`src/rtl/pack_counter_bank_pkg.sv`:
```
// Shared types and category indices for the pack counter bank.
// Channel FSM states plus the fixed mapping of sock categories to channels.
package pack_counter_bank_pkg;

    typedef enum logic {
        ST_COUNT = 1'b0,
        ST_FULL  = 1'b1
    } ch_state_e;

    localparam int CH_ALG_BAJO = 0;
    localparam int CH_POL_BAJO = 1;
    localparam int CH_ACR_BAJO = 2;
    localparam int CH_ALG_ALTO = 3;
    localparam int CH_ACR_ALTO = 4;

endpackage

```
`src/rtl/pack_channel.sv`:
```
// One sock-category channel: counts accepted pairs into a pack, holds a full pack until ack.
// Latency 1 cycle from inc/ack to outputs; a full channel only frees up through ack_i.
module pack_channel
    import pack_counter_bank_pkg::*;
#(
    parameter int CNT_W     = 3,
    parameter int PACKS_W   = 3,
    parameter int PACK_SIZE = 7
) (
    input  logic               clk,
    input  logic               rst_n,
    input  logic               clear_i,
    input  logic               inc_i,
    input  logic               ack_i,
    output logic [CNT_W-1:0]   unit_cnt_o,
    output logic [PACKS_W-1:0] pack_cnt_o,
    output logic               pack_full_o
);

    ch_state_e          state_q;
    logic [CNT_W-1:0]   unit_q;
    logic [CNT_W-1:0]   unit_d;
    logic [PACKS_W-1:0] pack_q;
    logic               full_q;

    assign unit_d = unit_q + 1'b1;

    always_ff @(posedge clk or negedge rst_n) begin
        if (!rst_n) begin
            state_q <= ST_COUNT;
            unit_q  <= '0;
            pack_q  <= '0;
            full_q  <= 1'b0;
        end else if (clear_i) begin
            state_q <= ST_COUNT;
            unit_q  <= '0;
            pack_q  <= '0;
            full_q  <= 1'b0;
        end else begin
            case (state_q)
                ST_COUNT: begin
                    if (inc_i) begin
                        unit_q <= unit_d;
                        if (unit_d == CNT_W'(PACK_SIZE)) begin
                            state_q <= ST_FULL;
                            full_q  <= 1'b1;
                        end
                    end
                end
                ST_FULL: begin
                    if (ack_i) begin
                        // A pair arriving with the ack starts the next pack.
                        unit_q  <= inc_i ? CNT_W'(1) : '0;
                        state_q <= ST_COUNT;
                        full_q  <= 1'b0;
                        if (pack_q != {PACKS_W{1'b1}}) begin
                            pack_q <= pack_q + 1'b1;
                        end
                    end
                end
                default: begin
                    state_q <= ST_COUNT;
                end
            endcase
        end
    end

    assign unit_cnt_o  = unit_q;
    assign pack_cnt_o  = pack_q;
    assign pack_full_o = full_q;

endmodule

```
`src/rtl/pack_counter_bank.sv`:
```
// Multi-channel pack counter: edge-detects offered pairs, routes them to per-category channels.
// Latency 1 cycle from offer to counts/drop_err; offers to a full, unacked channel are dropped.
module pack_counter_bank
    import pack_counter_bank_pkg::*;
#(
    parameter int NUM_CH    = 5,
    parameter int PACK_SIZE = 7,
    parameter int CNT_W     = 3,
    parameter int PACKS_W   = 3,
    parameter int SEL_W     = 3
) (
    input  logic                      clk,
    input  logic                      reset,
    input  logic                      item_valid,
    input  logic [SEL_W-1:0]          item_ch,
    input  logic                      sensor_ok,
    input  logic [NUM_CH-1:0]         pack_ack,
    input  logic                      clear_all,
    output logic [NUM_CH*CNT_W-1:0]   unit_cnt,
    output logic [NUM_CH*PACKS_W-1:0] pack_cnt,
    output logic [NUM_CH-1:0]         pack_full,
    output logic                      drop_err
);

    if (PACK_SIZE < 2 || PACK_SIZE >= (2 ** CNT_W) || (2 ** SEL_W) < NUM_CH) begin : g_bad_cfg
        $error("pack_counter_bank: illegal PACK_SIZE/CNT_W/SEL_W/NUM_CH combination");
    end

    logic              item_valid_q;
    logic              armed_q;
    logic              drop_q;
    logic              drop_d;
    logic              offer;
    logic [NUM_CH-1:0] inc;

    // The first clock after reset only loads history, so a level held high across
    // reset release is not mistaken for a fresh pair.
    assign offer = item_valid & ~item_valid_q & armed_q;

    always_comb begin
        inc = '0;
        for (int i = 0; i < NUM_CH; i++) begin
            if (offer && sensor_ok && item_ch == SEL_W'(i) && (!pack_full[i] || pack_ack[i])) begin
                inc[i] = 1'b1;
            end
        end
        drop_d = offer && sensor_ok && (inc == '0);
    end

    always_ff @(posedge clk or negedge reset) begin
        if (!reset) begin
            item_valid_q <= 1'b0;
            armed_q      <= 1'b0;
            drop_q       <= 1'b0;
        end else begin
            item_valid_q <= item_valid;
            armed_q      <= 1'b1;
            drop_q       <= clear_all ? 1'b0 : drop_d;
        end
    end

    assign drop_err = drop_q;

    for (genvar g = 0; g < NUM_CH; g++) begin : g_ch
        pack_channel #(
            .CNT_W     (CNT_W),
            .PACKS_W   (PACKS_W),
            .PACK_SIZE (PACK_SIZE)
        ) u_ch (
            .clk         (clk),
            .rst_n       (reset),
            .clear_i     (clear_all),
            .inc_i       (inc[g]),
            .ack_i       (pack_ack[g]),
            .unit_cnt_o  (unit_cnt[g*CNT_W +: CNT_W]),
            .pack_cnt_o  (pack_cnt[g*PACKS_W +: PACKS_W]),
            .pack_full_o (pack_full[g])
        );
    end

endmodule

```
`config.mk`:
```
export PLATFORM = sky130hd
export DESIGN_NAME = pack_counter_bank
export DESIGN_NICKNAME = d
export VERILOG_FILES = /design/src/rtl/pack_counter_bank_pkg.sv /design/src/rtl/pack_channel.sv /design/src/rtl/pack_counter_bank.sv
export SDC_FILE = /design/constraint.sdc
export NUM_CORES = 1
export LEC_CHECK = 0
export BUFFER_PORTS_ARGS = -buffer_cell sky130_fd_sc_hd__buf_2
export CAP_MARGIN = 5
export CORE_MARGIN = 2
export CORE_UTILIZATION = 40
export DETAILED_ROUTE_END_ITERATION = 8
export GPL_TIMING_DRIVEN = 0
export HOLD_SLACK_MARGIN = 0.08
export PLACE_DENSITY = 0.64
export SYNTH_ARGS = -nofsm -noshare
export SYNTH_HDL_FRONTEND = slang
export SYNTH_SLANG_ARGS = --single-unit
```
`constraint.sdc`:
```
create_clock -name clk -period 2.2 [get_ports clk]
set_input_delay 0.44 -clock clk [delete_from_list [all_inputs] [get_ports clk]]
set_output_delay 0.44 -clock clk [all_outputs]
set_load 0.05 [all_outputs]
```
### Word-level counts from Yosys, hierarchy flattened

Index checks and enable logic that the tools add are counted.

* $add $sub $neg: 10
* multiply operators: 0
* divide/modulo/power cells: 0
* order comparisons: 0
* equality and inequality tests: 29
* shift-type cells: 0
* mux-type cells: 101
* bitwise logic cells: 8
* reduce and logical (&&, ||, !) cells: 54

Operators with widths (number)
* $mux 3: 35
* $mux 1: 51
* $add 3x1->3 const B: 10
* $ne 3x2->1 const B: 10
* $ne 3x3->1 const B: 10
* $pmux 3 s2: 5
* $reduce_and 3->1: 10
* $reduce_bool 2->1: 15
* $pmux 1 s2: 10
* $eq 3x3->1 const B: 6
* $logic_and 1x1->1: 12
* $reduce_and 2->1: 5
* $eq 3x2->1 const B: 2
* $not 1->1: 6
* $logic_not 1->1: 5
* $logic_not 5->1: 1
* $logic_or 1x1->1: 5
* $eq 3x1->1 const B: 1
* $logic_not 3->1: 1
* $and 1x1->1: 2

* register bits: 43
* latch bits: 0
* bits in writable memories: 0
* ROM bits: 0
* bits of input ports: 13
* output and inout port bits: 36
* memories: 0

### Depth between registers and ports, before layout

* depth in word-level cells: 11
* gate-level depth with buffers: 6
* gate-level depth less buffers: 5

### By module

A second synthesis with hierarchy kept.

* cell total of the unflattened synthesis: 221
* area total of the unflattened synthesis: 2386.0 µm²

By module, submodules not included
* pack_channel: instances 5, cells each 39, area an instance 432.9 µm², sequential area each 200.2 µm²
* pack_counter_bank: instances 1, cells each 26, area an instance 221.5 µm², sequential area each 75.1 µm²

### Worst setup path before layout

No wires, ideal clock.

* kind: flip-flop to flip-flop
* start: register g_ch[2].u_ch.pack_q[0]
* end: register g_ch[2].u_ch.pack_q[2]
* library setup time: 0.132 ns
* data arrival time: 1.616 ns
* required time: 2.068 ns
* path slack: 0.452 ns
* cell stages (with the launch flop): 7
* buffers on the path: 1
* period minus slack after synthesis: 1.748 ns
* path through: dfrtp_1 -> ha_1 -> ha_1 -> or2_2 -> clkbuf_1 -> mux2i_1 -> nor2_1

* cells in the longest elaborated chain, start to end: 5
* elaborated cells on any way between the ends: 8

Ends and longest elaborated chain
* start: declaration: line pack_channel.sv:23 `logic [PACKS_W-1:0] pack_q;`
* start signal: assignment: line pack_channel.sv:57 `pack_q <= pack_q + 1'b1;`
* $add 3x1->3: line pack_channel.sv:57
* $mux 3: line pack_channel.sv:56 `if (pack_q != {PACKS_W{1'b1}}) begin`
* $mux 3: line pack_channel.sv:51 `if (ack_i) begin`
* $mux 3: line pack_channel.sv:40 `case (state_q)`
* $mux 3: line pack_channel.sv:34 `end else if (clear_i) begin`

Parallel ways exist; a longest one is shown, timed or not. The select of a mux whose other input is x is not followed.
A chain may end at the register's enable or synchronous reset.

### Worst setup path after layout

* start: register item_valid_q
* end: register g_ch[1].u_ch.unit_q[2]

* cells in the longest elaborated chain, start to end: 9

Ends and longest elaborated chain
* start: declaration: line pack_counter_bank.sv:29 `logic item_valid_q;`
* start signal: assignment: line pack_counter_bank.sv:56 `item_valid_q <= item_valid;`
* $not 1->1: line pack_counter_bank.sv:38 `assign offer = item_valid & ~item_valid_q & armed_q;`
* $and 1x1->1 (2 in series): line pack_counter_bank.sv:38
* $logic_and 1x1->1 (3 in series): line pack_counter_bank.sv:43 `if (offer && sensor_ok && item_ch == SEL_W'(i) && (!pack_full[i] || pack_ack[i])) begin`
* $mux 1: line pack_counter_bank.sv:43
* $ne 3x2->1 (no source line)
* $reduce_and 2->1 (no source line)
* end signal: assignment: line pack_channel.sv:43 `unit_q <= unit_d;`
* end signal: assignment: line pack_channel.sv:53 `unit_q <= inc_i ? CNT_W'(1) : '0;`
* end: declaration: line pack_channel.sv:21 `logic [CNT_W-1:0] unit_q;`

No other way between the ends.

==> metrics.txt <==
later-pin clock latency in the skew report=300 ps; Post-synth EDFFs=0; die area=~7100 um2; setup violators final=0; Crit Reg-Reg Endpoint=g_ch[1].u_ch.unit_cnt_o[2]; Seq/Total Area, Yosys=0.4193; Post-Route WL=approximately 5.4 mm; number of global-route vias before repair=about 2000; Tcrit/Tclk final=0.7729; syn_nets=291; gr ovfl total=0; maxcap violations=0; PortBufs=48; Area Overhead vs Synth=17.02%; Synth area leaders=dfrtp_1, ha_1, nor2_1, mux2i_1, xor2_1; Highest Clock Rate=0.5881 GHz; Slew headroom=0.3512; RSZ-0062 raised after global routing=no; Cell Pwr Density=477.0 nW/um2; VDD IR max=0.2283 mV; via count=a little over 2000; Ant. Diodes=0; register bit count reported by yosys=43; Clock Skew=7.954 ps; synthesized instance count=roughly 260; Hold Violations, Final=0; WL/cell=around 14 um; Post-CTS Setup Inserts=0; layout net count=346; Pleak=0.001573 uW; reg-to-reg slack, setup=~500 ps; DRC violation count after routing=0; CTS max path bufs=2; Clk pin slew, worst setup/hold paths=approximately 80 ps; CP Launch Point=item_valid_q; die width=around 84 um; Max Transition Viols Final=0; Total Neg Setup Slack=0 ps; run status=complete, no violations; Syn Std Cell Area=2566 um2; Final Util=0.4784; initial core utilization=0.4088; Synth cell types=48; Worst Reg-to-Reg Cells=4; Placeable Area=6277 um2; Pre-antenna DRT Iters=4; prevailing post-synth register cell=dfrtp_1; largest net degree at the start of global routing=44; GPL Wtd Cong=between 0.7 and 0.8; vias per cell=5.205; I/O Pins=49; Async SR Flop Fraction=1.000; CP Capture Type=flip-flop; Critical Path Sink=g_ch[1].u_ch.unit_cnt_o[2]; global-route wire length before repair=9.266 mm; H-tree depth=2; Startpoint Class=flip-flop; ANT nets after route=0; Worst Tran Pin Value=about 970 ps; WS Path Type=reg -> reg; post-cts repair resize count=0; Crit Reg-Reg Startpoint=item_valid_q; Tmin final=~1700 ps; leading area contributor after synthesis=dfrtp_1; Starting DRT DRC Count=92; CTS tree=done; fraction of layout cells with a size suffix above 1=0.2580; Syn. warnings=0; hold_buf cts=0; critical path arrival=between 1500 and 2000 ps; Crit Path Max Fanout=8; Critical Path RT=roughly 2400 ps; CTS root buffer=clkbuf_8; Avg Cell Area, Syn=9.947 um2; antenna violations before repair=0; worst hold path class=in -> async; Total GRT Usage=0.1635; # rows=29; Synth top area share=0.4193; # fillers=~610; Num CTS Buffers=5; CTS sink cnt=43; DPL Wire Length=~3.9 mm; die extent in y=about 84 um
## placed cells by master, fill, tap and decap left out, types with 3 or more instances in the layout
cell type	n
clkbuf_1	12
dfrtp_1	43
nand3_1	5
or3b_2	5
or2_2	5
inv_1	12
buf_4	5
nor2b_1	3
nand2b_1	4
mux2i_1	10
ha_1	20
nand3b_1	3
nand2_1	20
nor2_1	33
a31oi_1	4
xor2_1	10
nand4b_1	4
nor3b_1	5
nor4_1	4
nand4_1	4
buf_2	49
a21oi_1	13
clkbuf_8	7
## sequential cells by signal, summed over array words and instances, names as in the netlist
name	count
g_ch.u_ch.state_q	5
drop_err	1
g_ch.u_ch.unit_cnt_o	15
g_ch.u_ch.pack_full_o	5
armed_q	1
item_valid_q	1
g_ch.u_ch.pack_cnt_o	15
## power breakdown
part	internal [uW]	switching (uW)	total, uW
Clock	287	266	552
Combinational	21.0	64.4	85.5
Sequential	792	2.06	794
Total	1100	332	1430
## routing by layer
metal | vias up | GRT usage | share of wire | wire [um]
li1 | 1011 | - | - | -
met1 | 981 | 0.2170 | 0.47 | 2521
met2 | 36 | 0.2641 | 0.48 | 2555
met3 | 7 | 0.03363 | 0.038 | 206
met4 | 0 | 0.05865 | 0.015 | 81
met5 | - | 0 | 0 | 0
## cell type report
class | count | area [um2] | area share
well taps | 77 | 96.34 | 0.03208
multi-input cells | 184 | 1354 | 0.4508
flip-flops and latches | 43 | 1076 | 0.3583
clock buffers | 8 | 100.1 | 0.03333
inverters | 12 | 45.04 | 0.01500
repair buffers | 48 | 240.2 | 0.08000
plain buffers | 19 | 91.34 | 0.03042
## synth_stat cells (all sizes together), types with 4 or more instances
library cell,number
nand4b,5
xor2,10
buf,8
nand2,20
nor4,5
nand3,5
a31oi,4
nor3b,5
or2,5
nand2b,5
dfrtp,43
or3b,6
ha,20
a21oi,14
inv,12
clkbuf,11
mux2i,10
nor2,33
a2111oi,4
nand4,4
## cell families after synthesis
family	Yosys count	share of synthesized area
AOI/OAI and AO/OA	34	0.1073
xor gates and xnor gates	10	0.03413
adders and majority gates	20	0.09751
buffers and inverters	31	0.05314
DFF	43	0.4193
muxes	10	0.03901
other	1	0.001461
and+or+nand+nor	109	0.2482
## worst min-delay path by stage
stage                        startpoint                          to  slack (ps)
6_report                          reset  g_ch[1].u_ch.unit_cnt_o[2]         300
4_1_cts                      item_valid                item_valid_q         310
3_5_place_dp   g_ch[1].u_ch.pack_full_o    g_ch[1].u_ch.pack_full_o         540
3_3_place_gp   g_ch[1].u_ch.pack_full_o    g_ch[1].u_ch.pack_full_o         530
5_1_grt                      item_valid                item_valid_q         320
2_1_floorplan                     reset                     armed_q         140
## critical path: stages (launching register included)
cell and delay, ps:
dfrtp_1 370, nand4b_4 240, nor4_4 470, a21oi_1 120, or3_1 390
## stage by stage
step / worst slack [ps] / instance area (um2) / power (uW) / hold WS [ps] / std cells
after detailed placement: 311.8 / 2903 / 897.3 / 540.0 / 383
after floorplan: 452.1 / 2566 / 847.7 / 144.4 / 258
final: 499.7 / 3003 / 1432 / 300.8 / 391
after global placement: 325.3 / 2903 / 896.1 / 530.0 / 383
after CTS: 473.1 / 3003 / 1456 / 312.8 / 391
after global routing: 384.6 / 3003 / 1501 / 317.4 / 391
(Power assumes the default switching activity.)
